`config.mk`:
```
export PLATFORM = sky130hd
export DESIGN_NAME = lsu_dbus_ctrl
export DESIGN_NICKNAME = d
export VERILOG_FILES = /design/src/rtl/lsu_dbus_ctrl_pkg.sv /design/src/rtl/lsu_align.sv /design/src/rtl/lsu_dbus_ctrl.sv
export SDC_FILE = /design/constraint.sdc
export NUM_CORES = 1
export LEC_CHECK = 0
export ABC_AREA = 1
export CAP_MARGIN = 30
export CORE_MARGIN = 3
export CORE_UTILIZATION = 65
export CTS_CLUSTER_DIAMETER = 100
export DETAILED_ROUTE_END_ITERATION = 8
export DONT_BUFFER_PORTS = 1
export PLACE_DENSITY = 0.81
export SYNTH_ARGS = -nofsm -noshare
export SYNTH_HDL_FRONTEND = slang
export SYNTH_HIERARCHICAL = 1
export SYNTH_SLANG_ARGS = --single-unit
```
`constraint.sdc`:
```
create_clock -name clk -period 5.6 [get_ports clk]
set_input_delay 0.28 -clock clk [delete_from_list [all_inputs] [get_ports clk]]
set_output_delay 0.28 -clock clk [all_outputs]
set_load 0.1 [all_outputs]
```
`src/rtl/lsu_dbus_ctrl_pkg.sv`:
```
// Shared definitions for the load/store unit: data-bus payloads, FSM states and funct3 codes.
package lsu_dbus_ctrl_pkg;

  localparam int unsigned XLEN = 32;

  typedef logic [1:0] type_lsu_states_e;
  localparam logic [1:0] LSU_IDLE  = 2'd0;
  localparam logic [1:0] LSU_LOAD  = 2'd1;
  localparam logic [1:0] LSU_STORE = 2'd2;

  localparam logic [2:0] LSU_LB  = 3'b000;
  localparam logic [2:0] LSU_LH  = 3'b001;
  localparam logic [2:0] LSU_LW  = 3'b010;
  localparam logic [2:0] LSU_LBU = 3'b100;
  localparam logic [2:0] LSU_LHU = 3'b101;
  localparam logic [2:0] LSU_SB  = 3'b000;
  localparam logic [2:0] LSU_SH  = 3'b001;
  localparam logic [2:0] LSU_SW  = 3'b010;

  typedef struct packed {
    logic            req;
    logic            w_en;
    logic [XLEN-1:0] addr;
    logic [XLEN-1:0] w_data;
    logic [3:0]      sel_byte;
  } type_dbus2peri_s;

  typedef struct packed {
    logic [XLEN-1:0] r_data;
    logic            ack;
  } type_peri2dbus_s;

  // Stores have no unsigned variants, so their legal set is smaller than the load set.
  function automatic logic lsu_f3_legal(input logic we, input logic [2:0] f3);
    if (we) return f3 inside {LSU_SB, LSU_SH, LSU_SW};
    return f3 inside {LSU_LB, LSU_LH, LSU_LW, LSU_LBU, LSU_LHU};
  endfunction

endpackage

```
`src/rtl/lsu_align.sv`:
```
// Byte-lane steering for the LSU: lane enables, store replication, load extraction/extension.
// LSU_MISALIGN_TRAP_EN selects trapping (flag raised) versus silent force-alignment.
module lsu_align
  import lsu_dbus_ctrl_pkg::*;
(
  input  logic [2:0]      funct3,
  input  logic [XLEN-1:0] addr,
  input  logic [XLEN-1:0] wdata,
  input  logic [XLEN-1:0] rdata,
  output logic [XLEN-1:0] addr_aligned,
  output logic [XLEN-1:0] wdata_rep,
  output logic [XLEN-1:0] rdata_ext,
  output logic [3:0]      sel_byte,
  output logic            misalign
);

  logic [15:0] lane;

`ifdef LSU_MISALIGN_TRAP_EN
  always_comb begin
    addr_aligned = addr;
    misalign     = ((funct3[1:0] == 2'b01) && addr[0]) ||
                   ((funct3[1:0] == 2'b10) && (addr[1:0] != 2'b00));
  end
`else
  always_comb begin
    misalign     = 1'b0;
    addr_aligned = addr;
    if (funct3[1:0] == 2'b01)      addr_aligned[0]   = 1'b0;
    else if (funct3[1:0] == 2'b10) addr_aligned[1:0] = 2'b00;
  end
`endif

  assign lane = 16'(rdata >> {addr_aligned[1:0], 3'b000});

  always_comb begin
    sel_byte  = 4'b1111;
    wdata_rep = wdata;
    rdata_ext = rdata;
    case (funct3[1:0])
      2'b00: begin
        sel_byte  = 4'b0001 << addr_aligned[1:0];
        wdata_rep = {4{wdata[7:0]}};
        rdata_ext = funct3[2] ? {24'h0, lane[7:0]} : {{24{lane[7]}}, lane[7:0]};
      end
      2'b01: begin
        sel_byte  = 4'b0011 << {addr_aligned[1], 1'b0};
        wdata_rep = {2{wdata[15:0]}};
        rdata_ext = funct3[2] ? {16'h0, lane} : {{16{lane[15]}}, lane};
      end
      default: ;
    endcase
  end

endmodule

```
`src/rtl/lsu_dbus_ctrl.sv`:
```
// Load/store unit between execute and the data bus; one access in flight at a time.
// Build option LSU_MISALIGN_TRAP_EN (see lsu_align) traps misaligned half/word accesses.
module lsu_dbus_ctrl
  import lsu_dbus_ctrl_pkg::*;
#(
  parameter logic [XLEN-1:0] DMEM_BASE   = 32'h0000_0000,
  parameter logic [XLEN-1:0] DMEM_MASK   = 32'hFFC0_0000,
  parameter int unsigned     ACK_TIMEOUT = 16
) (
  input  logic            clk,
  input  logic            rst,
  input  logic            lsu_req_i,
  output logic            lsu_ready_o,
  input  logic            lsu_we_i,
  input  logic [2:0]      lsu_funct3_i,
  input  logic [XLEN-1:0] lsu_addr_i,
  input  logic [XLEN-1:0] lsu_wdata_i,
  output logic            lsu_done_o,
  output logic [XLEN-1:0] lsu_rdata_o,
  output logic            lsu_err_o,
  output logic            lsu_misalign_o,
  output type_dbus2peri_s lsu2dbus_o,
  output logic            dmem_sel_o,
  input  logic            store_busy_i,
  input  type_peri2dbus_s dbus2lsu_i
);

  localparam int unsigned CNT_W = $clog2(ACK_TIMEOUT + 1);

  logic [1:0]       state_q, state_d;
  logic             we_q, we_d;
  logic [2:0]       f3_q, f3_d;
  logic [XLEN-1:0]  addr_q, addr_d, wdata_q, wdata_d, rdata_q, rdata_d;
  logic [CNT_W-1:0] cnt_q, cnt_d;
  logic             seen_q, seen_d, done_q, done_d, err_q, err_d, mis_q, mis_d;
  logic             idle, timeout, dmem_sel, store_done;
  logic [2:0]       al_f3;
  logic [XLEN-1:0]  al_addr, al_wdata, al_addr_aligned, al_wdata_rep, al_rdata_ext;
  logic [3:0]       al_sel;
  logic             al_misalign;

  assign idle       = (state_q == LSU_IDLE);
  assign timeout    = (cnt_q == CNT_W'(ACK_TIMEOUT - 1));
  assign dmem_sel   = ((addr_q & DMEM_MASK) == DMEM_BASE);
  assign store_done = dmem_sel ? (seen_q && !store_busy_i) : dbus2lsu_i.ack;

  // While idle the aligner looks at the incoming request so traps and alignment resolve at accept.
  assign al_f3    = idle ? lsu_funct3_i : f3_q;
  assign al_addr  = idle ? lsu_addr_i   : addr_q;
  assign al_wdata = idle ? lsu_wdata_i  : wdata_q;

  lsu_align u_align (
    .funct3       (al_f3),
    .addr         (al_addr),
    .wdata        (al_wdata),
    .rdata        (dbus2lsu_i.r_data),
    .addr_aligned (al_addr_aligned),
    .wdata_rep    (al_wdata_rep),
    .rdata_ext    (al_rdata_ext),
    .sel_byte     (al_sel),
    .misalign     (al_misalign)
  );

  // Next-state and completion logic.
  always_comb begin
    state_d = state_q;
    we_d    = we_q;
    f3_d    = f3_q;
    addr_d  = addr_q;
    wdata_d = wdata_q;
    rdata_d = rdata_q;
    cnt_d   = cnt_q;
    seen_d  = seen_q;
    done_d  = 1'b0;
    err_d   = 1'b0;
    mis_d   = 1'b0;
    case (state_q)
      LSU_IDLE: begin
        if (lsu_req_i) begin
          we_d    = lsu_we_i;
          f3_d    = lsu_funct3_i;
          addr_d  = al_addr_aligned;
          wdata_d = lsu_wdata_i;
          cnt_d   = '0;
          seen_d  = 1'b0;
          if (!lsu_f3_legal(lsu_we_i, lsu_funct3_i)) begin
            done_d = 1'b1;
            err_d  = 1'b1;
          end else if (al_misalign) begin
            done_d = 1'b1;
            err_d  = 1'b1;
            mis_d  = 1'b1;
          end else begin
            state_d = lsu_we_i ? LSU_STORE : LSU_LOAD;
          end
        end
      end
      LSU_LOAD: begin
        if (dbus2lsu_i.ack) begin
          done_d  = 1'b1;
          rdata_d = al_rdata_ext;
          state_d = LSU_IDLE;
        end else if (timeout) begin
          done_d  = 1'b1;
          err_d   = 1'b1;
          state_d = LSU_IDLE;
        end else begin
          cnt_d = cnt_q + CNT_W'(1);
        end
      end
      LSU_STORE: begin
        if (store_busy_i) seen_d = 1'b1;
        if (store_done) begin
          done_d  = 1'b1;
          state_d = LSU_IDLE;
        end else if (timeout) begin
          done_d  = 1'b1;
          err_d   = 1'b1;
          state_d = LSU_IDLE;
        end else begin
          cnt_d = cnt_q + CNT_W'(1);
        end
      end
      default: state_d = LSU_IDLE;
    endcase
  end

  always_ff @(posedge clk or posedge rst) begin
    if (rst) begin
      state_q <= LSU_IDLE;
      we_q    <= 1'b0;
      f3_q    <= '0;
      addr_q  <= '0;
      wdata_q <= '0;
      rdata_q <= '0;
      cnt_q   <= '0;
      seen_q  <= 1'b0;
      done_q  <= 1'b0;
      err_q   <= 1'b0;
      mis_q   <= 1'b0;
    end else begin
      state_q <= state_d;
      we_q    <= we_d;
      f3_q    <= f3_d;
      addr_q  <= addr_d;
      wdata_q <= wdata_d;
      rdata_q <= rdata_d;
      cnt_q   <= cnt_d;
      seen_q  <= seen_d;
      done_q  <= done_d;
      err_q   <= err_d;
      mis_q   <= mis_d;
    end
  end

  assign lsu_ready_o    = idle && !rst;
  assign lsu_done_o     = done_q;
  assign lsu_err_o      = err_q;
  assign lsu_misalign_o = mis_q;
  assign lsu_rdata_o    = rdata_q;
  assign dmem_sel_o     = dmem_sel;

  always_comb begin
    lsu2dbus_o          = '0;
    lsu2dbus_o.req      = !idle;
    lsu2dbus_o.w_en     = we_q;
    lsu2dbus_o.addr     = addr_q;
    lsu2dbus_o.w_data   = al_wdata_rep;
    lsu2dbus_o.sel_byte = al_sel;
  end

endmodule
```
==> run summary, run 1 <==
Diodes inserted: 0
Hold Path Class: in2reg
Final Setup Violations: 0
Die W: 108 µm
antenna violations before repair: 0
Final Hold Viols: 0
period utilization: 0.740
crit path time final: 4.14 ns
Num CTS Buffers: 9
Synth Net Count: 1089
vias in the first global route: 6021
synth warn: 6
most frequent cells in the layout: 383 x nand2_1, 111 x dfrtp_1, 95 x inv_1, 67 x o21ai_0, 53 x o21ai_1
RSZ-0062 raised after global routing: no
outcome: finished clean
most common cell after layout, fill and taps aside: nand2_1
ANT nets after route: 0
Clock Tree Root: clkbuf_8
Clock Pin Slew Worst Setup and Hold Paths: 0.10 ns
Post-CTS Repair Setup Buffers: 0
#FFs+latches synth: 111
CP cell instances: inv_1 > ha_2 > buf_4 > nand2_1 > o21ai_4 > inv_2 > nand2_4 > nand4_1 > a22oi_2
Setup TNS: 0 ns
register area share after synthesis: 0.409
Die Y-Extent: 108 µm
CP max stage delay: 0.95 ns
slowest library cell on the worst path: a22oi_2
Hold Slack: 0.0257 ns
vias per cell: 5.63
die area: 11700 µm²
Synth cell types: 32
Sink Count: 111
crit path capture type: output pin
Worst Hold Endpoint: f3_q[0]
drt wl/cell: 16.5 µm
Core Rows: 36
worst path arrival time: 3.86 ns
Yosys top cell by area: dfrtp_1
port buffer count: 0
Startpoint Class: register
core area: 9950 µm²
R2R Path End: lsu_rdata_o[17]
router iterations before antenna repair: 6
gr usage total: 0.308
Max-cap violations: 0
Bufs on Longest Clock Path: 2
worst slack, placed: 1.88 ns
starting DRC count in detailed routing: 515
first-pass GRT wire length: 28700 µm
CTS tree: yes
DRC: 0
H-tree depth: 3
CP delay by family, top: compound AO/OA/AOI/OAI gates
Slew headroom: 0.321
Setup Skew: 0.00829 ns
Final HPWL DP: 13100 µm
worst reg2reg path depth: 16
GPL Wtd Cong: 0.897
Pins Over Slew Limit: 0
largest net degree at the start of global routing: 79
total wire length: 17800 µm
Max Fanout on Critical Path: 62
Worst EP required: 5.32 ns
Final WS setup: 1.46 ns
Peak Freq: 241 MHz
area delta synth->final: 7.66%
worst skew pair latency: 0.38 ns
hold path depth: 2
HP Start: lsu_funct3_i[0]
fraction of layout cells with a size suffix above 1: 0.130
Slew @ Worst Pin: 1.02 ns
Reg-to-Reg Start: state_q[1]
critical path start-end classification: reg2out
I/O pins: 212
via count: 6056
setup slack, reg-to-reg: 1.84 ns
Area contributors post-synth: dfrtp_1 41%, nand2_1 21%, o21ai_0 5.6%
synthesized area per cell: 6.95 µm²
Crit path buffers/inverters: 3
Yosys top cell area share: 0.409
Starting Density: 0.683
Post-Synthesis Cell Area: 6800 µm²
final net count: 1048
Remaining Overflow, GRT: 0
Mapped Cells: 978
==> flip-flops by register name (all words and copies together), names as in the netlist, 2 cells and up <==
signal       count
addr_q          32
lsu_rdata_o     32
f3_q             3
cnt_q            5
state_q          2
wdata_q         32
==> repair_timing <==
item	4_1_cts	5_1_grt
hold buffers	1	0
endpoints found under the hold margin	61	0
gates resized for setup	0	0
==> cells by family after synthesis <==
group,share of synthesized area
buf+inv,0.138
xor+xnor,0.00129
flops,0.409
other cells,0.000552
fa+ha+maj,0.0110
compound gates,0.133
simple gates,0.307
==> through the flow <==
step,instance area (µm²),instances,util
CTS,7320,1075,0.735
finish,7320,1075,0.735
global placement,6810,1042,0.684
floorplan,6800,978,-
detailed placement,7150,1058,0.718
global route,7320,1075,0.735
==> final cells by class <==
class	count	area, µm²
clock buffers	12	135
flip-flops and latches	111	2780
well taps	133	166
fillers	767	2640
inverters	107	408
multi-input cells	672	3170
repair buffers	36	636
clock inverters	4	22.5
==> synth_stat cells (all sizes together) <==
cell type	instances
nand2	393
o21ai	140
dfrtp	111
inv	107
buf	63
nand3	49
nor2	37
clkbuf	25
a21oi	19
o211ai	8
ha	6
nand3b	6
nand4	4
or2	3
nor3	2
a211oi	1
a22oi	1
conb	1
o21bai	1
xor2	1
==> worst max-delay path by stage <==
stage	cells past startpoint	slack, ns	to	start
after floorplan	9	1.30	lsu2dbus_o[13]	state_q[0]
after global placement	9	1.98	lsu2dbus_o[1]	state_q[0]
after CTS	9	1.46	lsu2dbus_o[1]	state_q[1]
after detailed placement	9	1.88	lsu2dbus_o[1]	state_q[0]
final	9	1.46	lsu2dbus_o[1]	state_q[1]
after global routing	9	1.14	lsu2dbus_o[1]	state_q[1]
==> layer usage <==
| layer | part of all wire | vias up | GRT usage |
|---|---|---|---|
| li1 | - | 2929 | - |
| met1 | 0.38 | 2788 | 0.383 |
| met5 | 0 | - | 0 |
| met3 | 0.096 | 52 | 0.0860 |
| met4 | 0.032 | 0 | 0.127 |
| met2 | 0.49 | 287 | 0.508 |
Power of run 1 is not shown: default switching activity piles up to over one toggle a cycle in this logic, so the estimate is an artifact.
==> inputs of run 2 (changes only) <==
Settings changed: ABC_AREA 1 to 0, CORE_UTILIZATION 65 to 64, PLACE_DENSITY 0.81 to 0.8.
Clock period 5.6 ns to 4 ns, I/O delays scaled along.
==> run 2 against run 1 <==
Compared with the run above:
- hold slack got worse by 0.013 ns
- die area rose by 0.49%
- final cell count fell by 33%
- via count fell by 25%
- first-iteration DRC count fell by 47%
- design area rose by 0.36%
- synthesized area fell by 1.0%
- utilization fell by 0.068 points
- count of clock-buffer cells in the layout rose by 1
- global-route usage fell by 2.9 points
- worst setup slack got worse by 0.70 ns
- clock skew rose by 0.011 ns
- critical endpoint is now lsu2dbus_o[34]
- largest cell class unchanged
- highest routed layer unchanged
==> run summary, run 2 <==
outcome: finished clean
Die W: 109 µm
starting DRC count in detailed routing: 275
Remaining Overflow, GRT: 0
critical path start-end classification: reg2out
first-pass GRT wire length: 25500 µm
CTS tree: yes
Yosys top cell area share: 0.413
area delta synth->final: 9.17%
worst path arrival time: 3.04 ns
port buffer count: 0
Diodes inserted: 0
Peak Freq: 309 MHz
crit path capture type: output pin
PostCTS Resize Cnt: 0
Hold Path Class: in2reg
synth warn: 6
most frequent cells in the layout: 182 x mux2_2, 111 x dfrtp_1, 40 x nand2_1, 37 x dlygate4sd3_1, 31 x buf_4
#FFs+latches synth: 111
DP Area: 6690 µm²
Pins Over Slew Limit: 0
most frequent cell after synthesis: mux2_2
largest net degree at the start of global routing: 79
Final Hold Viols: 0
Final Setup Violations: 0
register area share after synthesis: 0.413
Main synth FF type: dfrtp_1
core area: 10000 µm²
final net count: 697
Final HPWL DP: 11300 µm
post-route cell area: 7340 µm²
Post-CTS Repair Setup Buffers: 0
Synth cell types: 51
Yosys top cell by area: dfrtp_1
GPL Wtd Cong: 0.820
total wire length: 16500 µm
Clock Tree Root: clkbuf_8
router iterations before antenna repair: 4
Die Y-Extent: 109 µm
Core Rows: 36
Setup Skew: 0.0189 ns
antenna violations before repair: 0
Max-cap violations: 0
RSZ-0062 raised after global routing: no
Max Fanout on Critical Path: 40
Post-Synthesis Cell Area: 6730 µm²
Num CTS Buffers: 9
Post-synth EDFFs: 0
Area contributors post-synth: dfrtp_1 41%, mux2_2 30%, buf_4 4.8%
drt wl/cell: 22.8 µm
Setup TNS: 0 ns
I/O pins: 212
Starting Density: 0.673
top cells by count, synth: 182 x mux2_2, 111 x dfrtp_1, 43 x buf_4
most common cell after layout, fill and taps aside: mux2_2
crit path time final: 3.24 ns
Worst EP required: 3.80 ns
async set-reset flop share out of synthesis: 1.00
via count: 4545
fraction of layout cells with a size suffix above 1: 0.452
DRC: 0
ANT nets after route: 0
Bufs on Longest Clock Path: 2
Clock Pin Slew Worst Setup and Hold Paths: 0.10 ns
Sink Count: 111
H-tree depth: 3
Fill cells: 668
Slew @ Worst Pin: 1.10 ns
Startpoint Class: register
Slew headroom: 0.261
synthesized area per cell: 11.6 µm²
period utilization: 0.809
Synth Net Count: 692
die area: 11800 µm²
vias per cell: 6.28
vias in the first global route: 4925
gr usage total: 0.279
Mapped Cells: 581
worst skew pair latency: 0.38 ns
[run 2: layout make-up]
| class | count | area (µm²) | area share |
|---|---|---|---|
| Multi-Input combinational cell | 382 | 3470 | 0.472 |
| Timing Repair Buffer | 70 | 658 | 0.0896 |
| Tap cell | 133 | 166 | 0.0227 |
| Clock buffer | 13 | 159 | 0.0216 |
| Inverter | 12 | 47.5 | 0.00648 |
| Sequential cell | 111 | 2780 | 0.378 |
| Clock inverter | 3 | 65.1 | 0.00886 |
[run 2: cell families (layout without fill, tap and decap cells)]
logic type | count (synthesis) | count (layout) | share of synthesized area
flops | 111 | 111 | 0.413
fa+ha+maj | 6 | 6 | 0.0112
other cells | 1 | 1 | 0.000558
buf+inv | 88 | 98 | 0.0778
compound gates | 89 | 89 | 0.0981
mux | 199 | 199 | 0.331
simple gates | 87 | 87 | 0.0687
[run 2: metrics by stage]
stage / util / worst slack [ns] / hold WS [ns] / cells
floorplan: - / 0.0250 / 0.340 / 581
global placement: 0.669 / 1.23 / 0.338 / 669
detailed placement: 0.669 / 1.11 / 0.354 / 669
CTS: 0.729 / 0.789 / 0.00265 / 722
global route: 0.734 / 0.571 / 0.0192 / 724
finish: 0.734 / 0.762 / 0.0128 / 724
[run 2: repair_timing]
action,4_1_cts,5_1_grt
hold endpoints to repair,114,0
endpoints found under the setup margin,0,0
hold buffers,37,0
[run 2: worst max-delay path, cell delays in order, from the launching register on]
cell and delay, ns:
dfrtp_1 0.43, inv_1 0.10, ha_2 0.27, buf_4 0.49, mux2_2 0.65, mux2i_1 0.22
o21ai_2 0.17, buf_4 0.31
[run 2: final timing paths]
path | slack, ns | end | cells past startpoint | start
max | 0.76 | lsu2dbus_o[34] | 7 | state_q[0]
min | 0.01 | seen_q | 2 | store_busy_i
max reg2reg | 1.02 | lsu_rdata_o[21] | 8 | state_q[0]
min reg2reg | 0.52 | wdata_q[31] | 1 | wdata_q[31]
max in group asynchronous | 2.78 | addr_q[21] | 4 | rst
min in group asynchronous | 0.18 | addr_q[24] | 2 | rst
[run 2: routing by layer]
metal,GRT usage,share of wire,vias up
met3,0.0884,0.080,31
met2,0.482,0.52,185
met1,0.332,0.38,2270
li1,-,-,2059
met4,0.0830,0.021,0
met5,0,0,-
Power of run 2 is left out for the same reason.
==> inputs of run 3 (changes only) <==
Clock period 4 ns to 3.33 ns, I/O delays scaled along.
==> run 3 against run 2 <==
Compared with the run above:
- utilization increased by 1.7 points
- design area grew 2.2%
- wire length is 1.4% higher
- register-to-register slack worse by 0.58 ns
- worst setup slack lost 0.58 ns
- flip-flop and latch count is the same
- die area unchanged
- critical path depth unchanged
- global-route usage grew 0.49 points
- count of clock-buffer cells in the layout shrank 4
- non-clock buffer count grew 16
- via count grew 1.2%
==> run summary, run 3 (synthesis results as in run 2) <==
largest net degree at the start of global routing: 68
core area: 10000 µm²
critical path start-end classification: reg2out
ANT nets after route: 0
Diodes inserted: 0
via count: 4598
starting DRC count in detailed routing: 316
Sink Count: 111
Final Setup Violations: 0
Fill cells: 627
Clock Pin Slew Worst Setup and Hold Paths: 0.11 ns
Final HPWL DP: 11500 µm
hold path depth: 2
Clock Tree Root: clkbuf_8
DP Area: 6870 µm²
Startpoint Class: register
Hold Slack: 0.0369 ns
Final Hold Viols: 0
area delta synth->final: 11.6%
RSZ-0062 raised after global routing: no
antenna violations before repair: 2
Die Y-Extent: 109 µm
post-route cell area: 7510 µm²
drt wl/cell: 22.6 µm
port buffer count: 0
vias in the first global route: 4846
CTS tree: yes
DRC: 0
worst skew pair latency: 0.39 ns
period utilization: 0.944
Hold Path Class: in2reg
I/O pins: 212
fraction of layout cells with a size suffix above 1: 0.468
gr usage total: 0.284
worst path arrival time: 2.98 ns
outcome: finished clean
total wire length: 16700 µm
Max-cap violations: 0
router iterations before antenna repair: 5
Post-CTS Repair Setup Buffers: 0
Slew @ Worst Pin: 1.02 ns
Slew headroom: 0.318
Reg-to-Reg Start: state_q[0]
most frequent cells in the layout: 182 x mux2_2, 111 x dfrtp_1, 40 x nand2_1, 39 x dlygate4sd3_1, 38 x buf_4
Worst EP required: 3.16 ns
GPL Wtd Cong: 0.851
Num CTS Buffers: 9
first-pass GRT wire length: 25800 µm
Setup TNS: 0 ns
Remaining Overflow, GRT: 0
Pins Over Slew Limit: 0
vias per cell: 6.21
multi-input logic area: 3470 µm²
die area: 11800 µm²
Die W: 109 µm
Setup Skew: 0.0120 ns
HP Start: dbus2lsu_i[7]
Bufs on Longest Clock Path: 2
CP Launch Point: state_q[0]
final net count: 713
crit path time final: 3.14 ns
most common cell after layout, fill and taps aside: mux2_2
Reg area: 2780 µm²
H-tree depth: 3
worst reg2reg path depth: 8
Core Rows: 36
Starting Density: 0.673
Max Fanout on Critical Path: 14
Peak Freq: 318 MHz
crit path capture type: output pin
-- run 3: cell types whose count changed in the layout (fill, tap and decap cells not counted), sizes merged --
cell         change
clkinv           +1
inv              +1
clkinvlp         +4
buf             +14
bufinv           -2
dlygate4sd3      +2
clkbuf           -4
-- run 3: final cells by class --
type                            instances  area share
Clock inverter                          7     0.00783
Sequential cell                       111       0.370
Multi-Input combinational cell        382       0.462
Inverter                               12     0.00633
Timing Repair Buffer                   86       0.115
Tap cell                              133      0.0222
Clock buffer                            9      0.0165
-- run 3: final timing paths --
path / endpoint / slack [ns]
worst max-delay path: lsu2dbus_o[0] / 0.19
min in group asynchronous: addr_q[24] / 0.40
worst min-delay path: lsu_rdata_o[6] / 0.04
worst min register to register: cnt_q[2] / 0.50
worst max register to register: lsu_rdata_o[29] / 0.44
max in group asynchronous: addr_q[11] / 2.05
-- run 3: per-stage QoR --
step,cells,worst slack (ns),util
detailed placement,682,0.381,0.687
finish,740,0.186,0.751
global route,740,0.00335,0.751
CTS,737,0.0529,0.744
floorplan,581,-0.606,-
global placement,682,0.523,0.687
-- run 3: worst max-delay path: stages, from the launching register on --
cell	delay (ns)
dfrtp_1	0.44
inv_1	0.10
ha_2	0.26
mux2_2	0.44
nand2b_1	0.47
a21oi_2	0.49
inv_1	0.13
buf_4	0.26
-- run 3: what timing repair did --
item	4_1_cts	5_1_grt
endpoints found under the setup margin	0	5
hold buffers	39	0
endpoints found under the hold margin	104	0
gates resized for setup	0	1
-- run 3: per-layer routing --
metal	share of wire	GRT usage	up-vias
li1	-	-	2091
met1	0.37	0.330	2281
met2	0.51	0.483	196
met3	0.096	0.116	26
met4	0.016	0.0784	4
met5	0.0012	0	-
Power of run 3 is left out for the same reason.
